===== src/rtl/led_event_scheduler_pkg.sv =====
// Shared types for the LED event scheduler: animation kinds, FSM states and
// the simultaneous-event priority selector.
package led_anim_pkg;

    typedef enum logic [1:0] {
        GOAL_P1 = 2'b00,
        GOAL_P2 = 2'b01,
        WIN_P1  = 2'b10,
        WIN_P2  = 2'b11
    } anim_kind_t;

    typedef enum logic {
        IDLE = 1'b0,
        PLAY = 1'b1
    } sched_state_t;

    typedef struct packed {
        logic       valid;
        anim_kind_t kind;
    } event_sel_t;

    // Wins outrank goals; player 1 outranks player 2 within each class.
    function automatic event_sel_t select_event(
        input logic win_p1,
        input logic win_p2,
        input logic goal_p1,
        input logic goal_p2
    );
        event_sel_t sel;
        sel.valid = win_p1 | win_p2 | goal_p1 | goal_p2;
        if (win_p1)       sel.kind = WIN_P1;
        else if (win_p2)  sel.kind = WIN_P2;
        else if (goal_p1) sel.kind = GOAL_P1;
        else              sel.kind = GOAL_P2;
        return sel;
    endfunction

    function automatic logic is_win(input anim_kind_t kind);
        return kind[1];
    endfunction

endpackage


===== src/rtl/led_event_scheduler_if.sv =====
// Start/done handshake between the event scheduler (master) and the LED
// animation player (slave).
interface led_event_scheduler_if;
    import led_anim_pkg::*;

    logic       anim_start;
    anim_kind_t anim_kind;
    logic       anim_abort;
    logic       anim_done;

    modport master (
        output anim_start,
        output anim_kind,
        output anim_abort,
        input  anim_done
    );

    modport slave (
        input  anim_start,
        input  anim_kind,
        input  anim_abort,
        output anim_done
    );

endinterface


===== src/rtl/led_event_scheduler_event_fifo.sv =====
// Synchronous DEPTH x 2-bit FIFO of pending animation kinds. Flush empties the
// queue; a push in the same cycle lands as the sole entry.
module event_fifo
    import led_anim_pkg::*;
#(
    parameter int unsigned DEPTH = 4
) (
    input  logic                         clk,
    input  logic                         rst,
    input  logic                         flush,
    input  logic                         push,
    input  logic                         pop,
    input  anim_kind_t                   din,
    output anim_kind_t                   dout,
    output logic [$clog2(DEPTH+1)-1:0]   count,
    output logic                         full,
    output logic                         empty
);

    localparam int unsigned AW = $clog2(DEPTH);
    localparam int unsigned CW = $clog2(DEPTH+1);

    anim_kind_t    mem [DEPTH];
    logic [AW-1:0] rd_ptr;
    logic [AW-1:0] wr_ptr;
    logic          do_push;
    logic          do_pop;

    assign full    = (count == CW'(DEPTH));
    assign empty   = (count == '0);
    assign do_pop  = pop && !empty && !flush;
    assign do_push = push && (!full || do_pop || flush);
    assign dout    = mem[rd_ptr];

    always_ff @(posedge clk) begin
        if (do_push) begin
            mem[flush ? '0 : wr_ptr] <= din;
        end
    end

    always_ff @(posedge clk or posedge rst) begin
        if (rst) begin
            rd_ptr <= '0;
            wr_ptr <= '0;
            count  <= '0;
        end else if (flush) begin
            rd_ptr <= '0;
            wr_ptr <= do_push ? AW'(1) : '0;
            count  <= do_push ? CW'(1) : '0;
        end else begin
            if (do_push) wr_ptr <= wr_ptr + 1'b1;
            if (do_pop)  rd_ptr <= rd_ptr + 1'b1;
            case ({do_push, do_pop})
                2'b10:   count <= count + 1'b1;
                2'b01:   count <= count - 1'b1;
                default: count <= count;
            endcase
        end
    end

endmodule


===== src/rtl/led_event_scheduler.sv =====
// Queues goal/win events and plays them one at a time on the shared LED
// animation player. Optional macro WIN_PREEMPT_EN lets a win abort a goal.
module led_event_scheduler
    import led_anim_pkg::*;
#(
    parameter int unsigned DEPTH          = 4,
    parameter int unsigned TIMEOUT_CYCLES = 1023
) (
    input  logic                         CLOCK,
    input  logic                         RESET,
    input  logic                         goal_player_1,
    input  logic                         goal_player_2,
    input  logic                         win_player_1,
    input  logic                         win_player_2,
    input  logic                         new_game,
    input  logic                         clear_flags,
    led_event_scheduler_if.master        anim,
    output logic                         busy,
    output logic [$clog2(DEPTH+1)-1:0]   queue_count,
    output logic                         game_over,
    output logic                         overflow,
    output logic                         timeout_err
);

    localparam int unsigned WDW = $clog2(TIMEOUT_CYCLES + 1);

    sched_state_t   state;
    sched_state_t   state_nx;
    logic [WDW-1:0] wd_cnt;
    logic [WDW-1:0] wd_cnt_nx;
    logic           start_q;
    logic           start_nx;
    anim_kind_t     kind_q;
    anim_kind_t     kind_nx;
    logic           timed_out;
    logic           game_over_nx;
    logic           overflow_nx;
    logic           timeout_nx;

    event_sel_t     sel;
    logic           lockout;
    logic           preempt;
    logic           drop;
    logic           fifo_push;
    logic           fifo_pop;
    logic           fifo_flush;
    logic           fifo_full;
    logic           fifo_empty;
    anim_kind_t     head;

    // new_game clears the lockout before this edge's events are evaluated.
    assign lockout = game_over && !new_game;
    assign sel     = select_event(win_player_1, win_player_2, goal_player_1, goal_player_2);

`ifdef WIN_PREEMPT_EN
    assign preempt = sel.valid && !lockout && is_win(sel.kind) && (state == PLAY) && !is_win(kind_q);
`else
    assign preempt = 1'b0;
`endif

    assign fifo_flush = new_game || preempt;
    assign fifo_pop   = (state == IDLE) && !fifo_empty && !new_game;
    assign drop       = sel.valid && !lockout && fifo_full && !fifo_pop && !fifo_flush;
    assign fifo_push  = sel.valid && !lockout && !drop;

    event_fifo #(
        .DEPTH (DEPTH)
    ) u_fifo (
        .clk   (CLOCK),
        .rst   (RESET),
        .flush (fifo_flush),
        .push  (fifo_push),
        .pop   (fifo_pop),
        .din   (sel.kind),
        .dout  (head),
        .count (queue_count),
        .full  (fifo_full),
        .empty (fifo_empty)
    );

    always_comb begin
        state_nx  = state;
        wd_cnt_nx = wd_cnt;
        start_nx  = 1'b0;
        kind_nx   = kind_q;
        timed_out = 1'b0;
        case (state)
            IDLE: begin
                if (fifo_pop) begin
                    state_nx  = PLAY;
                    start_nx  = 1'b1;
                    kind_nx   = head;
                    wd_cnt_nx = '0;
                end
            end
            PLAY: begin
                if (preempt || anim.anim_done) begin
                    state_nx = IDLE;
                end else if (wd_cnt >= WDW'(TIMEOUT_CYCLES - 1)) begin
                    state_nx  = IDLE;
                    timed_out = 1'b1;
                end else begin
                    wd_cnt_nx = wd_cnt + 1'b1;
                end
            end
            default: state_nx = IDLE;
        endcase
        // Sticky flags: a new set in the same cycle beats clear_flags.
        game_over_nx = lockout || (fifo_push && is_win(sel.kind));
        overflow_nx  = (overflow && !clear_flags) || drop;
        timeout_nx   = (timeout_err && !clear_flags) || timed_out;
    end

    always_ff @(posedge CLOCK or posedge RESET) begin
        if (RESET) begin
            state       <= IDLE;
            wd_cnt      <= '0;
            start_q     <= 1'b0;
            kind_q      <= GOAL_P1;
            game_over   <= 1'b0;
            overflow    <= 1'b0;
            timeout_err <= 1'b0;
        end else begin
            state       <= state_nx;
            wd_cnt      <= wd_cnt_nx;
            start_q     <= start_nx;
            kind_q      <= kind_nx;
            game_over   <= game_over_nx;
            overflow    <= overflow_nx;
            timeout_err <= timeout_nx;
        end
    end

`ifdef WIN_PREEMPT_EN
    logic abort_q;

    always_ff @(posedge CLOCK or posedge RESET) begin
        if (RESET) abort_q <= 1'b0;
        else       abort_q <= preempt;
    end

    assign anim.anim_abort = abort_q;
`else
    assign anim.anim_abort = 1'b0;
`endif

    assign anim.anim_start = start_q;
    assign anim.anim_kind  = kind_q;
    assign busy            = (state == PLAY);

endmodule


===== src/flat_wrapper.sv =====
// flat-port wrapper written by rule: the top's interface ports become plain ports
module led_event_scheduler_flat import led_anim_pkg::*;
#(
    parameter int unsigned DEPTH          = 4,
    parameter int unsigned TIMEOUT_CYCLES = 1023
)
  (CLOCK, RESET, goal_player_1, goal_player_2, win_player_1, win_player_2, new_game, clear_flags, busy, queue_count, game_over, overflow, timeout_err, anim_anim_start, anim_anim_kind, anim_anim_abort, anim_anim_done);
  led_event_scheduler_if anim_i ();
  input  logic CLOCK;
  input  logic RESET;
  input  logic goal_player_1;
  input  logic goal_player_2;
  input  logic win_player_1;
  input  logic win_player_2;
  input  logic new_game;
  input  logic clear_flags;
  output logic busy;
  output logic [$clog2(DEPTH+1)-1:0] queue_count;
  output logic game_over;
  output logic overflow;
  output logic timeout_err;
  output wire logic [$bits(anim_i.anim_start)-1:0] anim_anim_start;
  output wire logic [$bits(anim_i.anim_kind)-1:0] anim_anim_kind;
  output wire logic [$bits(anim_i.anim_abort)-1:0] anim_anim_abort;
  input wire logic [$bits(anim_i.anim_done)-1:0] anim_anim_done;
  assign anim_anim_start = anim_i.anim_start;
  assign anim_anim_kind = anim_i.anim_kind;
  assign anim_anim_abort = anim_i.anim_abort;
  assign anim_i.anim_done = anim_anim_done;
  led_event_scheduler #(.DEPTH(DEPTH), .TIMEOUT_CYCLES(TIMEOUT_CYCLES)) u_core (.CLOCK(CLOCK), .RESET(RESET), .goal_player_1(goal_player_1), .goal_player_2(goal_player_2), .win_player_1(win_player_1), .win_player_2(win_player_2), .new_game(new_game), .clear_flags(clear_flags), .anim(anim_i), .busy(busy), .queue_count(queue_count), .game_over(game_over), .overflow(overflow), .timeout_err(timeout_err));
endmodule

===== config.mk =====
export PLATFORM = sky130hd
export DESIGN_NAME = led_event_scheduler_flat
export DESIGN_NICKNAME = d
export VERILOG_FILES = /design/src/rtl/led_event_scheduler_pkg.sv /design/src/rtl/led_event_scheduler_if.sv /design/src/rtl/led_event_scheduler_event_fifo.sv /design/src/rtl/led_event_scheduler.sv /design/src/flat_wrapper.sv
export SDC_FILE = /design/constraint.sdc
export NUM_CORES = 1
export LEC_CHECK = 0
export CELL_PAD_IN_SITES_DETAIL_PLACEMENT = 0
export CELL_PAD_IN_SITES_GLOBAL_PLACEMENT = 1
export CORE_UTILIZATION = 39
export DETAILED_ROUTE_END_ITERATION = 8
export PLACE_DENSITY_LB_ADDON = 0.1
export RECOVER_POWER = 25
export SLEW_MARGIN = 20
export SYNTH_ARGS = -nofsm -noshare
export SYNTH_HDL_FRONTEND = slang
export SYNTH_SLANG_ARGS = --single-unit
export TNS_END_PERCENT = 20

===== constraint.sdc =====
create_clock -name CLOCK -period 1.82 [get_ports CLOCK]
set_input_delay 0.273 -clock CLOCK [delete_from_list [all_inputs] [get_ports CLOCK]]
set_output_delay 0.273 -clock CLOCK [all_outputs]
set_load 0.005 [all_outputs]

; Word-level counts from Yosys, hierarchy flattened
; Memories as Yosys holds them, arrays and structs flattened. A register that Yosys moved wholly into a read port is not among the register bits.
; Cells that the tools add are included.
[word_totals]
output_inout_bits = 11
in_bits = 9
n_memories = 1
ramBits = 8
ff_bits = 22
[classes]
n_addsub = 5
n_lt_le_gt_ge = 1
muxes = 26
n_reduce_logical = 32
eq_ne = 6
bitwise = 4
[mem_list]
columns = memory, depth, word_bits, rd, rd_ports_with_merged_regs, write_ports, line
row1 = u_core.u_fifo.mem, 4, 2, 1, 1, 1, led_event_scheduler_event_fifo.sv:23  ; anim_kind_t mem [DEPTH];
[ops]
columns = op, n
row1 = 10-bit two-way mux, 3
row2 = 10-bit case mux with 2 select lines, 1
row3 = 1-bit logical AND, 14
row4 = 2-bit two-way mux, 7
row5 = 1-bit two-way mux, 12
row6 = "10-bit by 1-bit adder with 10-bit output, second input constant", 1
row7 = "10-bit >= comparator, second input constant", 1
row8 = 1-bit zero test, 7
row9 = 3-bit case mux with 2 select lines, 1
row10 = 1-bit logical OR, 5
row11 = "2-bit by 1-bit adder with 2-bit output, second input constant", 2
row12 = "2-bit != test, second input constant", 2
row13 = 2-bit nonzero test, 2
row14 = "3-bit by 1-bit adder with 3-bit output, second input constant", 1
row15 = "3-bit == test, second input constant", 1
row16 = 3-bit zero test, 1
row17 = 3-bit two-way mux, 1
row18 = 1-bit OR, 3
row19 = 3-bit AND reduction, 1
row20 = 3-bit nonzero test, 1
row21 = "3-bit by 1-bit subtractor with 3-bit output, second input constant", 1
row22 = "2-bit by 1-bit == test with 1-bit output, second input constant", 1
row23 = "2-bit == test, second input constant", 1
row24 = "2-bit by 1-bit != test with 1-bit output, second input constant", 1
row25 = 3 further kinds, 3

; Logic depth before layout (Yosys ltp)
; Gate-level depths: netlist of run 1.
[logic_depth]
ltp_word = 13
ltp_mapped = 8
mapped_depth_nobuf = 8

; By module
; Synthesis of run 1 repeated with hierarchy kept, for this count alone.
[unflattened]
cells_unflattened = 159
hier_area_um2 = 1710.4
[modules_own_cells]
columns = module, seq_area_each_um2, area_per_inst_um2, instances, cells_each
row1 = led_event_scheduler, 425.4, 885.8, 1, 90
row2 = event_fifo, 415.4, 824.5, 1, 69

; Worst setup path after synthesis of run 1
; OpenSTA, ideal clock, no wires.
[synth_timing]
path_kind = flip-flop to flip-flop
startpoint = reg u_core.u_fifo.count[0]
endpoint = reg u_core.u_fifo.count[2]
stages_incl_launch_ff = 9
required_ns = 1.738
setup_time_ns = 0.082
arrival_ns = 1.968
slack_ns = -0.230
n_path_buf = 0
path_cell_list = dfrtp_1 > nor3_1 > or3_1 > inv_2 > and2_1 > fa_1 > nor4_1 > o21ai_0 > a31oi_1
[synth_via]
elab_chain_len = 13
[synth_rtl]
columns = element, line
row1 = start: declaration, led_event_scheduler_event_fifo.sv:15  ; output logic [$clog2(DEPTH+1)-1:0] count,
row2 = start signal: assignment, led_event_scheduler_event_fifo.sv:49  ; count <= do_push ? CW'(1) : '0;
row3 = start signal: assignment, led_event_scheduler_event_fifo.sv:54  ; 2'b10: count <= count + 1'b1;
row4 = start signal: assignment, led_event_scheduler_event_fifo.sv:55  ; 2'b01: count <= count - 1'b1;
row5 = 3-bit zero test, led_event_scheduler_event_fifo.sv:30  ; assign empty = (count == '0);
row6 = 1-bit zero test, "led_event_scheduler_event_fifo.sv:31, led_event_scheduler.sv:62"
row7 = 1-bit logical AND (2 in a row), led_event_scheduler.sv:62  ; assign fifo_pop = (state == IDLE) && !fifo_empty && !new_game;
row8 = 1-bit zero test, led_event_scheduler.sv:63  ; assign drop = sel.valid && !lockout && fifo_full && !fifo_pop && !fifo_flush;
row9 = 1-bit logical AND (2 in a row), led_event_scheduler.sv:63
row10 = 1-bit zero test, led_event_scheduler.sv:64  ; assign fifo_push = sel.valid && !lockout && !drop;
row11 = 1-bit logical AND, led_event_scheduler.sv:64
row12 = 1-bit logical AND, led_event_scheduler_event_fifo.sv:32  ; assign do_push = push && (!full || do_pop || flush);
row13 = 2-bit by 1-bit == test with 1-bit output or 2-bit == test (tied branches), led_event_scheduler_event_fifo.sv:53  ; case ({do_push, do_pop})
row14 = 3-bit case mux with 2 select lines, led_event_scheduler_event_fifo.sv:53
row15 = 3-bit two-way mux, led_event_scheduler_event_fifo.sv:46  ; end else if (flush) begin
; Several ways; a longest one is shown, not always the timed one.
; A chain may end at the register's enable or synchronous reset.

; Worst setup path after layout of run 1
[layout_timing]
startpoint = reg u_core.u_fifo.count[0]
endpoint = reg u_core.u_fifo.count[1]
; Same word-level chain as after synthesis.

==> summary.txt, run 1 <==
Run status
  – Status: complete, but fails checks
  – Failing checks: setup timing

Placed design
  – Post-Place Cell Area: between 2000 and 2500 sq um
  – Final HPWL DP: 2.63 mm
  – IO Port Bufs: 18
  – Cell total after placement: 240
  – GPL Wtd Cong: slightly above 0.8

Die
  – Initial Util: 0.410
  – FP Rows: 23
  – Die width: 67.3 um
  – Die Area: 4530 sq um
  – Die height: slightly below 70 um
  – Core area: 4060 sq um
  – IO Pins: 20

STA
  – Peak Freq: 521 MHz
  – Slew Viols, Final: 0
  – Worst setup margin: -0.0979 ns
  – Slew headroom: 0.575
  – Final setup viols: 2
  – Post-layout min period: 1.92 ns
  – Fin. Hold Viols: 0
  – Clk_skew: 0.00464 ns
  – Final period utilization: 1.05
  – Unrepaired setup endpoints after global routing: true
  – Worst-Margin Slew: 0.638 ns

Logic synthesis
  – Sequential area share after synthesis: 0.506
  – #FFs+latches synth: 32
  – Synth warn: 0
  – Ys async rst share: 0.750
  – Mapped Cells: between 150 and 200
  – Synthesized area: 1660 sq um
  – Dominant synthesized flop cell: dfrtp_1
  – Post-Syn Nets: 170
  – Post-synth EDFFs: 8
  – Syn avg cell area: 10.5 sq um
  – Number of distinct library cells after synthesis: 52

Setup path
  – Reg2reg end: u_core.u_fifo.count[1]
  – Critical Path Start Type: register
  – CP Launch Point: u_core.u_fifo.count[0]
  – Worst setup path end: u_core.u_fifo.count[1]
  – Reg2reg setup slack: -0.1 ns
  – Cell at the slowest stage of the critical path: fa_2
  – Critical path's largest stage delay: 0.53 ns
  – Worst endpoint required time: roughly 2.0 ns
  – R2r startpoint: u_core.u_fifo.count[0]
  – CP Capture Type: register
  – Crit-path cells: nor3_4 > or3_4 > inv_2 > and2_4 > fa_2 > nand3b_1 > a311oi_2
  – R2R cell count: 7
  – Worst path bufs/invs: 1
  – Worst-path fanout max: 2
  – WP data arrival: 2.10 ns
  – WP depth: 7
  – Setup CP Type: reg2reg
  – Delay-heaviest family, CP: simple AND/OR/NAND/NOR gates

Final layout
  – Diode count: 0
  – Finished Cell Area: 2220 sq um
  – Area grow syn2layout: 33.5%
  – Nets: 215
  – Layout cell share with drive strength beyond 1: 0.289
  – Filler instances: between 300 and 400
  – Finished Layout Cells: 254

CTS
  – Maximum root-to-sink buffer count: 2
  – Sinks on Clock Net: 32
  – Clock-pin slew on the worst setup and hold paths: 0.06 ns
  – Root Buffer: clkbuf_8
  – CTS H-tree lvls: 2
  – Skew-Pair Late Insertion Delay: 0.28 ns
  – Cts bufs inserted: 5
  – CTS tree: built
  – Hold_buf cts: 0

GRT
  – GRT Residual Overflow: 0
  – Largest net degree at the start of global routing: 25
  – First-pass GRT wire length: 6.09 mm
  – Initial antenna violation count: 0
  – Vias in the first global route: roughly 1400
  – GR Util All Layers: 0.189

Drt
  – Residual DRC count: 0
  – Post-Route WL: 3.74 mm
  – Number of DRC violations after detailed-routing iteration 0: 43
  – DR WL/cell: 14.7 um
  – Drt via density: approximately 5.2
  – Final ANT Viol Nets: 0
  – First-pass iteration count of the detailed router: 4
  – Via count: 1331

Power and ir drop
  – LEAKAGE: 0.965 nW
  – Pwr Total: about 2.9 mW
  – Peak VDD IR: 556 uV
  – Pwr dens: 1330 nW/um^2

Hold path
  – Worst hold path class: in2reg

Run
  – Max-cap viol count: 0
flip-flops by register name (all words and copies together), names as in the netlist:
signal,flops
u_core.u_fifo.rd_ptr,2
u_core.timeout_err,1
u_core.anim.anim_kind,2
u_core.overflow,1
u_core.game_over,1
u_core.u_fifo.count,3
u_core.anim.anim_start,1
u_core.u_fifo.wr_ptr,2
u_core.busy,1
u_core.u_fifo.mem,8
u_core.wd_cnt,10
routing by layer:
layer | global-route usage | vias up | wire length [um]
met1 | 0.217 | 649 | 1670
met2 | 0.325 | 20 | 1860
met4 | 0.0957 | 0 | 87
li1 | - | 654 | -
met3 | 0.0473 | 8 | 113
met5 | 0 | - | 0
synthesized netlist by cell type, types with 2 or more instances:
cell type / count / area share
dfrtp_1: 24 / 0.36
nand2_1: 18 / 0.041
nor2_1: 14 / 0.032
inv_1: 9 / 0.020
edfxtp_1: 8 / 0.14
nor3_1: 6 / 0.018
a21oi_1: 5 / 0.015
mux2i_1: 5 / 0.030
o21ai_0: 5 / 0.015
nand3_1: 4 / 0.012
or3_1: 4 / 0.015
xnor2_1: 4 / 0.021
nor4_1: 3 / 0.011
a31oi_1: 2 / 0.0075
buf_2: 2 / 0.0060
clkbuf_1: 2 / 0.0045
ha_1: 2 / 0.015
mux4_2: 2 / 0.027
nand3b_1: 2 / 0.0090
nor3b_1: 2 / 0.0090
o211ai_1: 2 / 0.0090
o31ai_1: 2 / 0.0090
or2_2: 2 / 0.0075
final cells by class:
cell class / instances / area [sq um] / area share
Tap cell: 50 / 62.6 / 0.0282
Clock inverter: 2 / 35.0 / 0.0158
Inverter: 10 / 37.5 / 0.0169
Multi-Input combinational cell: 110 / 798 / 0.360
Clock buffer: 6 / 72.6 / 0.0327
Sequential cell: 32 / 843 / 0.380
Timing Repair Buffer: 44 / 370 / 0.167
worst register-to-register path, delay by kind of cell, from the launching register on:
family / cells / cell delay (ns)
AND/OR/NAND/NOR: 4 / 0.59
buffers and inverters: 1 / 0.03
adder cells (fa/ha/maj): 1 / 0.53
flip-flops: 1 / 0.42
AO/OA/AOI/OAI: 1 / 0.25
how the worst min path moves through the flow:
| stage | from | to | depth (start not counted) |
|---|---|---|---|
| 4_1_cts | RESET | u_core.anim.anim_kind[1] | 3 |
| 2_1_floorplan | RESET | u_core.anim.anim_kind[0] | 1 |
| 5_1_grt | new_game | u_core.u_fifo.count[1] | 3 |
| 3_5_place_dp | u_core.wd_cnt[7] | u_core.wd_cnt[7] | 1 |
| 3_3_place_gp | u_core.wd_cnt[7] | u_core.wd_cnt[7] | 1 |
| 6_report | new_game | u_core.u_fifo.rd_ptr[0] | 3 |
layout by cell type, fill, tap and decap left out, types with 8 or more instances in the layout:
cell / instances
inv_1: 9
nand2_1: 18
dfrtp_1: 22
edfxtp_1: 8
buf_4: 25
clkdlybuf4s50_1: 12
nor2_1: 13
power breakdown:
part	internal, mW	leakage, nW	switching [mW]
registers	0.882	0.383	0.109
clock network	0.406	0.0552	0.270
logic	0.679	0.526	0.597
repair_timing:
action / 4_1_cts / 5_1_grt
setup buffers: 6 / 0
gates cloned: 0 / 0
hold endpoints to repair: 0 / 0
pin swaps: 9 / 6
endpoints found under the setup margin: 2 / 10
gates resized for setup: 10 / 6
through the flow:
| stage | util | hold slack, ns | worst slack (ns) | TNS (ns) |
|---|---|---|---|---|
| 2_1_floorplan | - | 0.287 | -0.155 | -0.300 |
| 3_3_place_gp | 0.500 | 0.461 | -0.511 | -2.76 |
| 3_5_place_dp | 0.500 | 0.468 | -0.566 | -3.17 |
| 4_1_cts | 0.541 | 0.349 | -0.142 | -0.242 |
| 5_1_grt | 0.547 | 0.468 | -0.164 | -0.323 |
| 6_report | 0.547 | 0.453 | -0.0979 | -0.187 |
cell families (layout without fill, tap and decap cells):
family | Yosys count | after routing | share of synthesized area
muxes | 7 | 7 | 0.0572
buffers and inverters | 16 | 62 | 0.0444
xor gates and xnor gates | 4 | 4 | 0.0211
AOI/OAI and AO/OA | 26 | 26 | 0.114
adders and majority gates | 3 | 3 | 0.0271
other | 1 | 1 | 0.00226
DFF | 32 | 32 | 0.506
and+or+nand+nor | 69 | 69 | 0.228
Power figures use the tool's default switching activity.
==> run 2, diff against run 1 <==
--- a/config.mk
+++ b/config.mk
@@ -7,7 +7,7 @@
 export LEC_CHECK = 0
 export CELL_PAD_IN_SITES_DETAIL_PLACEMENT = 0
 export CELL_PAD_IN_SITES_GLOBAL_PLACEMENT = 1
-export CORE_UTILIZATION = 39
+export CORE_UTILIZATION = 25
 export DETAILED_ROUTE_END_ITERATION = 8
 export PLACE_DENSITY_LB_ADDON = 0.1
 export RECOVER_POWER = 25
==> constraint.sdc (replaced) <==
create_clock -name CLOCK -period 2.2 [get_ports CLOCK]
set_input_delay 0.33 -clock CLOCK [delete_from_list [all_inputs] [get_ports CLOCK]]
set_output_delay 0.33 -clock CLOCK [all_outputs]
set_load 0.005 [all_outputs]
==> run 2 against run 1 <==
  * The flow now finishes without violations
  * First-iteration DRC count is 51% higher
  * Cell count increased by 7.1%
  * Wire length grew 0.80%
  * Sequential share of layout area is 1.2 points higher
  * Critical path depth stayed put
  * Critical path type is now in2reg
  * Highest routed layer unchanged
==> summary.txt, run 2 (synthesis results as in run 1) <==
GRT
  – Initial antenna violation count: 0 (unchanged)
  – Largest net degree at the start of global routing: 25 (unchanged)
  – GR Util All Layers: 0.115 (-0.0745)
  – First-pass GRT wire length: 6.18 mm (+1.5%)
  – GRT Residual Overflow: 0 (unchanged)
  – Vias in the first global route: 1237 (-8.6%)

Power and ir drop
  – LEAKAGE: 0.889 nW (-7.8%)
  – Clock network power share: 0.257 (+0.027)
  – Pwr dens: 1060 nW/um^2 (-20%)
  – Internal cell power: 1.53 mW (-22%)
  – Pwr Total: 2.27 mW (-23%)
  – Switching Share: 0.324 (-0.00719)
  – Peak VDD IR: 345 uV (-38%)
  – Flop pwr share: 0.361 (+0.024)
  – Net switching power: 735 uW (-25%)
  – Combinational Power Share: 0.381 (-0.053)

Drt
  – Residual DRC count: 0 (unchanged)
  – DR WL/cell: 13.9 um (-5.9%)
  – Post-Route WL: 3.77 mm (+0.80%)
  – Final ANT Viol Nets: 0 (unchanged)
  – Number of DRC violations after detailed-routing iteration 0: 65 (+51%)
  – Via count: 1292 (-2.9%)
  – First-pass iteration count of the detailed router: 4 (unchanged)
  – Drt via density: 4.75 (-9.4%)

Setup path
  – WP data arrival: 2.28 ns (+0.18 ns)
  – R2r startpoint: u_core.u_fifo.count[0]
  – Reg2reg end: u_core.u_fifo.count[2]
  – Critical Path Start Type: input pin
  – Worst-path fanout max: 2 (unchanged)
  – CP Capture Type: register
  – CP Launch Point: win_player_2
  – Reg2reg setup slack: 0.12 ns (+0.22 ns)
  – Setup CP Type: in2reg
  – R2R cell count: 8 (+1)
  – Worst endpoint required time: 2.36 ns (+0.36 ns)

CTS
  – Clock-pin slew on the worst setup and hold paths: 0.07 ns (about the same)
  – Root Buffer: clkbuf_8
  – Skew-Pair Late Insertion Delay: 0.28 ns (about the same)
  – Setup repair bufs after CTS: 0 (-6)
  – Maximum root-to-sink buffer count: 2 (unchanged)
  – CTS H-tree lvls: 2 (unchanged)
  – Hold_buf cts: 0 (unchanged)
  – Cts bufs inserted: 5 (unchanged)
  – CTS tree: built
  – Post-CTS sizing: 0 (-10)
  – Sinks on Clock Net: 32 (unchanged)

Final layout
  – Top Registers: u_core.wd_cnt: 10 flops, u_core.u_fifo.mem: 8 flops, u_core.u_fifo.count: 3 flops
  – Most frequent cells in the layout: 24 x dfrtp_1, 18 x nand2_1, 17 x clkdlybuf4s50_1
  – Finished Cell Area: 2140 sq um (-3.4%)
  – Max FFs per register: 10 (unchanged)
  – Nets: 206 (-4.2%)
  – Final core utilization: 0.336 (-0.211)
  – Commonest non-fill, non-tap cell in the layout: dfrtp_1
  – Area grow syn2layout: 28.9%
  – Layout cell share with drive strength beyond 1: 0.195 (-0.0943)
  – Diode count: 0 (unchanged)
  – Top reg by flops: u_core.wd_cnt

Die
  – FP Rows: 29 (+26%)
  – IO Pins: 20 (unchanged)
  – Initial Util: 0.260 (-0.149)
  – Core area: 6390 sq um (+57%)
  – Die Area: 6980 sq um (+54%)
  – Die width: 83.6 um (+24%)
  – Die height: 83.6 um (+24%)

STA
  – Fin. Hold Viols: 0 (unchanged)
  – Slew Viols, Final: 0 (unchanged)
  – Final period utilization: 0.962
  – Setup TNS: 0 ns (+0.187 ns)
  – Peak Freq: 473 MHz
  – Final setup viols: 0 (-2)
  – Worst-Margin Slew: 1.36 ns (+0.720 ns)
  – Unrepaired setup endpoints after global routing: false
  – Final Hold Slack: 0.474 ns (+0.0208 ns)
  – Slew headroom: 0.0948 (-0.480)
  – Post-layout min period: 2.12 ns
  – Clk_skew: 0.00667 ns (+0.00203 ns)

Hold path
  – Hold_sp: u_core.anim.anim_kind[0]
  – Worst Hold Endpoint: u_core.anim.anim_kind[0]
  – Worst hold path class: reg2reg
  – Worst hold path stage count: 2 (-1)

Placed design
  – Final HPWL DP: 2.80 mm (+6.1%)
  – GPL Wtd Cong: 0.769 (-6.3%)
  – IO Port Bufs: 18 (unchanged)
  – Post-Place Cell Area: 2030 sq um (+0.19%)

Run
  – Max-cap viol count: 0 (unchanged)

Run status
  – Status: complete, no violations
==> run 2: cell types whose count changed in the layout (fill, tap and decap cells not counted), sizes merged <==
cell and delta:
dlygate4sd2 -4, buf -9, clkdlybuf4s50 +5, dlymetal6s2s -1
==> run 2: area by class of cell <==
class | count | area [sq um]
fillers | 666 | 4240
flip-flops and latches | 32 | 841
multi-input cells | 110 | 748
repair buffers | 35 | 304
well taps | 77 | 96.3
clock buffers | 6 | 82.6
inverters | 10 | 37.5
clock inverters | 2 | 33.8
==> run 2: worst max path at each step <==
stage                                   endpoint  slack (ns)
final                     u_core.u_fifo.count[1]        0.08
after global routing      u_core.u_fifo.count[1]       0.002
after CTS                 u_core.u_fifo.count[1]        0.08
after detailed placement  u_core.u_fifo.count[1]       -0.22
after global placement    u_core.u_fifo.count[1]       -0.18
after floorplan           u_core.u_fifo.count[2]        0.15
==> run 2: layer usage <==
layer	GRT usage	share of wire	vias to the layer above
met2	0.180	0.47	22
met4	0.0462	0.016	0
li1	-	-	633
met3	0.0326	0.032	7
met1	0.149	0.48	630
met5	0	0	-
==> run 2: power groups by stage <==
stage	Clock [mW]	Sequential [mW]	Combinational [mW]
3_5_place_dp	0	0.833	0.868
3_3_place_gp	0	0.829	0.858
6_report	0.583	0.819	0.864
2_1_floorplan	0	0.851	0.470
5_1_grt	0.629	0.838	0.955
4_1_cts	0.599	0.822	0.874
==> run 2: critical path, stage by stage <==
cell	delay, ns
clkdlybuf4s50_1	0.42
or4_4	0.53
nand2b_2	0.09
and2_1	0.14
fa_1	0.45
a221oi_2	0.25
a311oi_1	0.07
==> run 2: stage by stage <==
step	cells	setup WS [ns]
2_1_floorplan	158	0.150
3_3_place_gp	264	-0.178
3_5_place_dp	264	-0.221
4_1_cts	272	0.0768
5_1_grt	272	0.00249
6_report	272	0.0844
==> run 3, diff against run 2 <==
--- a/config.mk
+++ b/config.mk
@@ -5,8 +5,8 @@
 export SDC_FILE = /design/constraint.sdc
 export NUM_CORES = 1
 export LEC_CHECK = 0
-export CELL_PAD_IN_SITES_DETAIL_PLACEMENT = 0
-export CELL_PAD_IN_SITES_GLOBAL_PLACEMENT = 1
+export CELL_PAD_IN_SITES_DETAIL_PLACEMENT = 1
+export CELL_PAD_IN_SITES_GLOBAL_PLACEMENT = 2
 export CORE_UTILIZATION = 25
 export DETAILED_ROUTE_END_ITERATION = 8
 export PLACE_DENSITY_LB_ADDON = 0.1
==> run 3 against run 2 <==
  * Sequential share of layout area increased by 0.49 points
  * Clock power is 20% lower
  * Final area is 1.2% lower
  * Die area unchanged
  * Wire length up 14%
  * Register-to-register slack improved by 0.02 ns
  * Global-route usage up 1.8 points
  * Power is 4.1% lower
  * Via count increased by 1.0%
  * Cell count decreased by 0.74%
  * Utilization shrank 0.41 points
  * Largest cell class unchanged
  * Largest power group unchanged
==> summary.txt, run 3 (synthesis results as in run 1) <==
Setup path
  – Crit-path cells: clkdlybuf4s50_1 > or4_4 > nand2b_4 > and2_4 > fa_1 > a221oi_2 > a311oi_1
  – Delay-heaviest family, CP: simple AND/OR/NAND/NOR gates
  – R2r startpoint: u_core.u_fifo.count[0]
  – CP Launch Point: win_player_2
  – Worst endpoint required time: 2.36 ns (about the same)
  – Worst-path fanout max: 2 (unchanged)
  – WP data arrival: 2.29 ns (about the same)
  – Critical path's largest stage delay: 0.55 ns (+0.02 ns)
  – Worst path bufs/invs: 1 (unchanged)
  – Critical Path Start Type: input pin
  – Cell at the slowest stage of the critical path: or4_4
  – Setup CP Type: in2reg
  – CP Capture Type: register

STA
  – Final period utilization: 0.969 (+0.00698)
  – Slew headroom: 0.0111 (-0.0836)
  – Slew Viols, Final: 0 (unchanged)
  – Peak Freq: 469 MHz (-0.72%)
  – Final setup viols: 0 (unchanged)
  – Clk_skew: 0.00635 ns (-0.000324 ns)
  – Fin. Hold Viols: 0 (unchanged)
  – Worst setup margin: 0.0691 ns (-0.0153 ns)
  – Post-layout min period: 2.13 ns (+0.0153 ns)
  – Worst-Margin Slew: 1.48 ns (+0.125 ns)

CTS
  – Root Buffer: clkbuf_8
  – Maximum root-to-sink buffer count: 2 (unchanged)
  – CTS H-tree lvls: 2 (unchanged)
  – Skew-Pair Late Insertion Delay: 0.29 ns (about the same)
  – Hold_buf cts: 0 (unchanged)
  – Cts bufs inserted: 5 (unchanged)
  – Clock-pin slew on the worst setup and hold paths: 0.07 ns (about the same)
  – Sinks on Clock Net: 32 (unchanged)
  – CTS tree: built

Final layout
  – Top Registers: u_core.wd_cnt: 10 flops, u_core.u_fifo.mem: 8 flops, u_core.u_fifo.count: 3 flops
  – Max FFs per register: 10 (unchanged)
  – Diode count: 0 (unchanged)
  – Top reg by flops: u_core.wd_cnt
  – Finished Cell Area: 2120 sq um (-1.2%)
  – Most frequent cells in the layout: 24 x dfrtp_1, 18 x nand2_1, 17 x clkdlybuf4s50_1
  – Nets: 204 (-0.97%)
  – Area grow syn2layout: 27.3%
  – Commonest non-fill, non-tap cell in the layout: dfrtp_1
  – Layout cell share with drive strength beyond 1: 0.202 (+0.00720)

GRT
  – GR Util All Layers: 0.133 (+0.0178)
  – Vias in the first global route: 1425 (+15%)
  – First-pass GRT wire length: 7.20 mm (+16%)
  – Initial antenna violation count: 0 (unchanged)
  – Largest net degree at the start of global routing: 25 (unchanged)
  – GRT Residual Overflow: 0 (unchanged)

Drt
  – Post-Route WL: 4.29 mm (+14%)
  – Final ANT Viol Nets: 0 (unchanged)
  – Number of DRC violations after detailed-routing iteration 0: 44 (-32%)
  – First-pass iteration count of the detailed router: 4 (unchanged)
  – Drt via density: 4.83 (+1.8%)
  – Via count: 1305 (+1.0%)
  – Residual DRC count: 0 (unchanged)
  – DR WL/cell: 15.9 um (+15%)

Power and ir drop
  – Internal cell power: 1.39 mW (-9.5%)
  – Net switching power: 787 uW (+7.1%)
  – Combinational Power Share: 0.402 (+0.021)
  – Clock network power share: 0.216 (-0.041)
  – Flop pwr share: 0.382 (+0.021)
  – Peak VDD IR: 436 uV (+27%)
  – LEAKAGE: 0.873 nW (-1.8%)
  – Pwr dens: 1030 nW/um^2 (-2.9%)
  – Switching Share: 0.362 (+0.0378)

Die
  – Die Area: 6980 sq um (unchanged)
  – IO Pins: 20 (unchanged)
  – FP Rows: 29 (unchanged)
  – Die height: 83.6 um (unchanged)
  – Die width: 83.6 um (unchanged)
  – Core area: 6390 sq um (unchanged)
  – Initial Util: 0.260 (unchanged)

Placed design
  – GPL Wtd Cong: 0.766 (-0.44%)
  – Pre-CTS WS: -0.264 ns (-0.0430 ns)
  – IO Port Bufs: 18 (unchanged)
  – Post-Place Cell Area: 2010 sq um (-1.1%)
  – Final HPWL DP: 3.16 mm (+13%)

Hold path
  – Worst hold path class: reg2reg
  – Hold_sp: u_core.anim.anim_kind[0]

Run status
  – Status: complete, no violations

Run
  – Max-cap viol count: 0 (unchanged)
[run 3: repair_timing]
action	CTS	global route
gates resized for setup	0	3
buffers inserted	0	1
setup endpoints to repair	0	2
endpoints found under the hold margin	0	0
[run 3: layout make-up]
class	count	area (sq um)
Clock buffer	5	68.8
Clock inverter	3	23.8
Timing Repair Buffer	33	289
Sequential cell	32	841
Inverter	10	37.5
Multi-Input combinational cell	110	761
Fill cell	722	4270
Tap cell	77	96.3
[run 3: path summary, 6_finish.rpt]
kind                                             to  slack (ns)  cells after the start
setup reg to reg             u_core.u_fifo.count[2]        0.14                      8
min in group asynchronous          u_core.wd_cnt[7]        0.99                      3
setup / recovery             u_core.u_fifo.count[1]        0.07                      7
hold / removal             u_core.anim.anim_kind[0]        0.47                      2
hold reg to reg            u_core.anim.anim_kind[0]        0.47                      2
max in group asynchronous          u_core.wd_cnt[3]        0.35                      3
[run 3: power groups by stage]
stage	sequential, mW	clock, mW	combinational (mW)
6_report	0.831	0.469	0.874
4_1_cts	0.829	0.494	0.868
3_3_place_gp	0.833	0	0.831
2_1_floorplan	0.851	0	0.470
5_1_grt	0.851	0.518	0.971
3_5_place_dp	0.840	0	0.861
[run 3: stage by stage]
step                      utilization  power [mW]  cells  hold WS [ns]  setup TNS [ns]
after floorplan                     -        1.32    158         0.345               0
after global placement          0.314        1.66    261         0.461          -0.344
after detailed placement        0.314        1.70    261         0.466          -0.618
after CTS                       0.329        2.19    269         0.410               0
after global routing            0.332        2.34    270         0.501         -0.0311
final                           0.332        2.17    270         0.474               0
[run 3: worst register-to-register path: stages (launching register included)]
cell     delay (ns)
dfrtp_1        0.40
nor3_2         0.22
or3_1          0.17
inv_2          0.05
and2_4         0.15
fa_1           0.48
nor4_1         0.24
o21ai_0        0.11
a31oi_1        0.16
[run 3: layer usage]
layer,track usage,share of wire,wire (um),vias to the layer above
met1,0.163,0.44,1880,652
met3,0.0317,0.031,131,5
met5,0,0,0,-
met4,0.0416,0.011,46,0
met2,0.230,0.52,2230,17
li1,-,-,-,631
